--- src/rtl/magcompare_tree_pipe.sv ---
// Pipelined WIDTH-bit magnitude comparator: 2-bit leaf compares merged by a
// registered binary tree, one register rank per combine level, valid/ready on both sides.
module magcompare_tree_pipe #(
    parameter int WIDTH = 16
) (
    input  logic             clk,
    input  logic             reset,
    input  logic             valid_in,
    output logic             ready_in,
    input  logic [WIDTH-1:0] a,
    input  logic [WIDTH-1:0] b,
    input  logic             sgn,
    output logic             valid_out,
    input  logic             ready_out,
    output logic             lt,
    output logic             gt,
    output logic             eq
);

    localparam int G  = WIDTH / 2;          // number of 2-bit leaf groups
    localparam int L  = $clog2(WIDTH) - 1;  // combine levels == register ranks
    localparam int NP = G - 1;              // total (lt,gt) pairs over all ranks

    // All ranks share one flat vector: rank s holds G>>s pairs starting here.
    function automatic int level_base(input int s);
        return G - (G >> (s - 1));
    endfunction

    logic [WIDTH-1:0] a_m, b_m;
    logic [G-1:0]     leaf_lt, leaf_gt;
    logic [NP-1:0]    lt_d, gt_d;
    logic [NP-1:0]    lt_q, gt_q;
    logic [L-1:0]     vld_q;
    logic [L-1:0]     load;
    logic             eq_q;
    logic             advance;

    // Offset-binary: flipping the sign bits turns a signed compare into an unsigned one.
    always_comb begin
        a_m            = a;
        b_m            = b;
        a_m[WIDTH-1]   = a[WIDTH-1] ^ sgn;
        b_m[WIDTH-1]   = b[WIDTH-1] ^ sgn;
    end

    always_comb begin
        leaf_lt = '0;
        leaf_gt = '0;
        for (int i = 0; i < G; i++) begin
            leaf_lt[i] = (~a_m[2*i+1] &  b_m[2*i+1])
                       | (~a_m[2*i+1] & ~a_m[2*i] &  b_m[2*i])
                       | (~a_m[2*i]   &  b_m[2*i+1] &  b_m[2*i]);
            leaf_gt[i] = ( a_m[2*i+1] & ~b_m[2*i+1])
                       | ( a_m[2*i+1] &  a_m[2*i] & ~b_m[2*i])
                       | ( a_m[2*i]   & ~b_m[2*i+1] & ~b_m[2*i]);
        end
    end

    // Next-state for every rank: level 1 from the leaves, level s from rank s-1.
    // NOTE: every always_comb output gets a default first so no path can infer a latch.
    always_comb begin
        lt_d = '0;
        gt_d = '0;
        for (int i = 0; i < G / 2; i++) begin
            gt_d[i] = leaf_gt[2*i+1] | (~leaf_lt[2*i+1] & leaf_gt[2*i]);
            lt_d[i] = leaf_lt[2*i+1] | (~leaf_gt[2*i+1] & leaf_lt[2*i]);
        end
        for (int s = 2; s <= L; s++) begin
            for (int i = 0; i < (G >> s); i++) begin
                gt_d[level_base(s) + i] = gt_q[level_base(s-1) + 2*i + 1]
                    | (~lt_q[level_base(s-1) + 2*i + 1] & gt_q[level_base(s-1) + 2*i]);
                lt_d[level_base(s) + i] = lt_q[level_base(s-1) + 2*i + 1]
                    | (~gt_q[level_base(s-1) + 2*i + 1] & lt_q[level_base(s-1) + 2*i]);
            end
        end
    end

    assign advance  = ~vld_q[L-1] | ready_out;
    assign ready_in = advance;

    // A rank only captures data when a valid item moves into it, so bubbles
    // never disturb the held result.
    always_comb begin
        load    = '0;
        load[0] = advance & valid_in;
        for (int s = 2; s <= L; s++) begin
            load[s-1] = advance & vld_q[s-2];
        end
    end

    // NOTE: sequential state uses non-blocking assignments so every rank samples
    // the pre-edge value of the rank before it.
    always_ff @(posedge clk) begin
        if (reset) begin
            // NOTE: only valid bits and the visible result are reset; intermediate
            // pair registers are qualified by their valid bits and need no reset.
            vld_q      <= '0;
            lt_q[NP-1] <= 1'b0;
            gt_q[NP-1] <= 1'b0;
            eq_q       <= 1'b0;
        end else begin
            if (advance) begin
                vld_q <= (vld_q << 1) | L'(valid_in);
            end
            for (int s = 1; s <= L; s++) begin
                if (load[s-1]) begin
                    for (int i = 0; i < (G >> s); i++) begin
                        lt_q[level_base(s) + i] <= lt_d[level_base(s) + i];
                        gt_q[level_base(s) + i] <= gt_d[level_base(s) + i];
                    end
                end
            end
            if (load[L-1]) begin
                eq_q <= ~lt_d[NP-1] & ~gt_d[NP-1];
            end
        end
    end

    assign valid_out = vld_q[L-1];
    assign lt        = lt_q[NP-1];
    assign gt        = gt_q[NP-1];
    assign eq        = eq_q;

endmodule

--- config.mk ---
export PLATFORM = sky130hd
export DESIGN_NAME = magcompare_tree_pipe
export DESIGN_NICKNAME = d
export VERILOG_FILES = /design/src/rtl/magcompare_tree_pipe.sv
export SDC_FILE = /design/constraint.sdc
export NUM_CORES = 1
export LEC_CHECK = 0
export ABC_AREA = 1
export ABC_CLOCK_PERIOD_IN_PS = 1600
export CAP_MARGIN = 15
export CELL_PAD_IN_SITES_DETAIL_PLACEMENT = 1
export CELL_PAD_IN_SITES_GLOBAL_PLACEMENT = 1
export CORE_UTILIZATION = 30
export CTS_BUF_LIST = sky130_fd_sc_hd__clkbuf_4 sky130_fd_sc_hd__clkbuf_8
export DETAILED_ROUTE_END_ITERATION = 8
export HOLD_SLACK_MARGIN = 0.1
export PLACE_DENSITY = 0.86
export SLEW_MARGIN = 20
export SYNTH_ARGS = -nofsm -noshare
export SYNTH_HDL_FRONTEND = slang
export SYNTH_SLANG_ARGS = --single-unit
--- constraint.sdc ---
create_clock -name clk -period 1.6 [get_ports clk]
set_clock_uncertainty 0.15 [all_clocks]
set_input_delay 0.24 -clock clk [delete_from_list [all_inputs] [get_ports clk]]
set_output_delay 0.24 -clock clk [all_outputs]
set_load 0.05 [all_outputs]
==> out/metrics.yaml <==
die_w_um: 61.7
clock-sinks: 18
dieArea_um2: 3800
clk_pin_slew_ns: 0.09
vias: 1135
async_reset_ff_frac: 0
powerDensity_nw_per_um2: 647
final_antenna_net_count: 0
track_usage: 0.173
fin_crit_ns: 1.53
start_util: 0.318
relSlewSlack: 0.826
cp.arrival_ns: 1.14
design_area_um2: 1640
drc: 0
synth_top_cell_by_area: "edfxtp_1"
synthFlopType: "edfxtp_1"
slew_violations: 0
fin_crit_sh: 0.959
synthTopCellsByArea: "edfxtp_1, nand2_1, dfxtp_1"
postCtsSetupRepairBufs: 0
path_class: "reg2out"
postSynthCellCount: 153
grt_pass1_vias: 1192
dr.pass1.iters: 4
finalSetupViolCount: 0
hold_class: "reg2reg"
dp.cells: 242
die_h_um: 61.7
critPathCaptureType: "output port"
design.core.area_um2: 3360
report.power.total_mw: 1.06
overflow: 0
synth-edff-count: 12
gp_congestion: 0.649
hpwl_um: 2720
port_buffers: 41
synth.avg_cell_area_um2: 6.98
grt_pass1_wl_um: 4700
synthDistinctLibCells: 14
num_rows: 21
peakVddDrop_uv: 220
hold_violations: 0
holdBufCountCts: 0
drt_wl_total_um: 3050
cts_max_level: 1
ys_seq_area_frac: 0.450
cts_made_buffers: 3
synth_top_area_frac: 0.337
grt_max_degree: 11
rsz0062_at_grt: "false"
routedWlPerCell_um: 12.4
drive_above_1_share: 0.0950
cts_tree: "done"
ctsResizeCount: 0
netlist_area_um2: 1070
ys.warnings.count: 0
drt-initial-drc-count: 10
maxCapViolCount: 0
p_leak_nw: 0.791
n_antenna_cell: 0
ys_top_cells_by_count: "nand2_1, inv_1, nor2_1"
outcome: "completed"
dpl_worst_slack_ns: -0.139
ys_ff_latch: 18
start_kind: "flip-flop"
clock.fmax_mhz: 652
post_dp_cell_area_um2: 1610
synth.most_common_cell: "nand2_1"
cts-root-to-sink-buffers: 2
tightest_slew_ns: 0.258
viasPerCell: 4.61
antenna_found_initial: 0
critical_path_required_ns: 1.21
cp_max_fo: 3
nets: 238
instances_no_fill: 246
syn_nets: 190
root_buffer: "clkbuf_4"
area_delta_synth_final_pct: 53.7
top_level_ports: 42
clk_latency_ns: 0.30
fin_ws_ns: 0.0657
registers in the layout (all words and copies together) (netlist names):
| signal | count |
|---|---|
| eq | 1 |
| gt_q | 7 |
| lt_q | 7 |
| vld_q | 3 |
worst max-delay path, cell delays in order (launching register included):
cell and delay [ns]:
dfxtp_1 0.46, nand2_4 0.08, buf_4 0.17, buf_12 0.14
through the flow:
stage	setup TNS (ns)	util	hold slack [ns]
finish	0	0.488	0.331
global route	0	0.488	0.379
CTS	0	0.488	0.327
detailed placement	-1.00	0.480	0.330
global placement	-0.140	0.480	0.302
floorplan	0	-	0.267
cells in the final DEF, fill, tap and decap left out, types with 2 or more instances in the layout:
master / instances
clkbuf_4: 4
dfxtp_1: 6
o21ai_0: 11
o21a_1: 2
a21oi_1: 14
edfxtp_1: 12
nand2_1: 44
nand2_2: 2
nand3_1: 3
a21o_1: 5
nand2_4: 2
inv_2: 2
clkdlybuf4s50_1: 36
buf_12: 5
buf_4: 3
nor2_1: 17
inv_1: 31
per-layer routing:
metal,up-vias,wire (um),global-route usage
met2,23,1940,0.401
met4,0,82,0.0857
met3,8,74,0.0147
met5,-,0,0
met1,535,956,0.130
li1,569,-,-
power breakdown:
part / switching (mW) / internal, mW / total, mW
Sequential: 0.0126 / 0.524 / 0.537
Clock: 0.141 / 0.114 / 0.255
Combinational: 0.127 / 0.144 / 0.271
Total: 0.281 / 0.782 / 1.06
worst paths after layout:
path              startpoint  cells after the start        to  slack (ns)
setup / recovery    vld_q[2]                      3  ready_in        0.07
hold reg to reg     vld_q[0]                      2  vld_q[0]        0.33
setup reg to reg    vld_q[2]                      6   gt_q[6]        0.32
hold / removal      vld_q[0]                      2  vld_q[0]        0.33
logic make-up (layout without fill, tap and decap cells):
kind of cell / count (synthesis) / after routing / synth area share
flip-flops: 18 / 18 / 0.450
AO/OA/AOI/OAI: 32 / 32 / 0.166
AND/OR/NAND/NOR: 69 / 69 / 0.265
buffers and inverters: 34 / 81 / 0.119
cell type report:
cell class | count | area [um^2]
fill | 457 | 1720
timing repair buffer | 44 | 483
sequential | 18 | 480
multi-input combinational | 101 | 468
inverter | 33 | 124
tap | 46 | 57.6
clock buffer | 4 | 30.0
No activity file was read; power rests on OpenSTA's default activity.
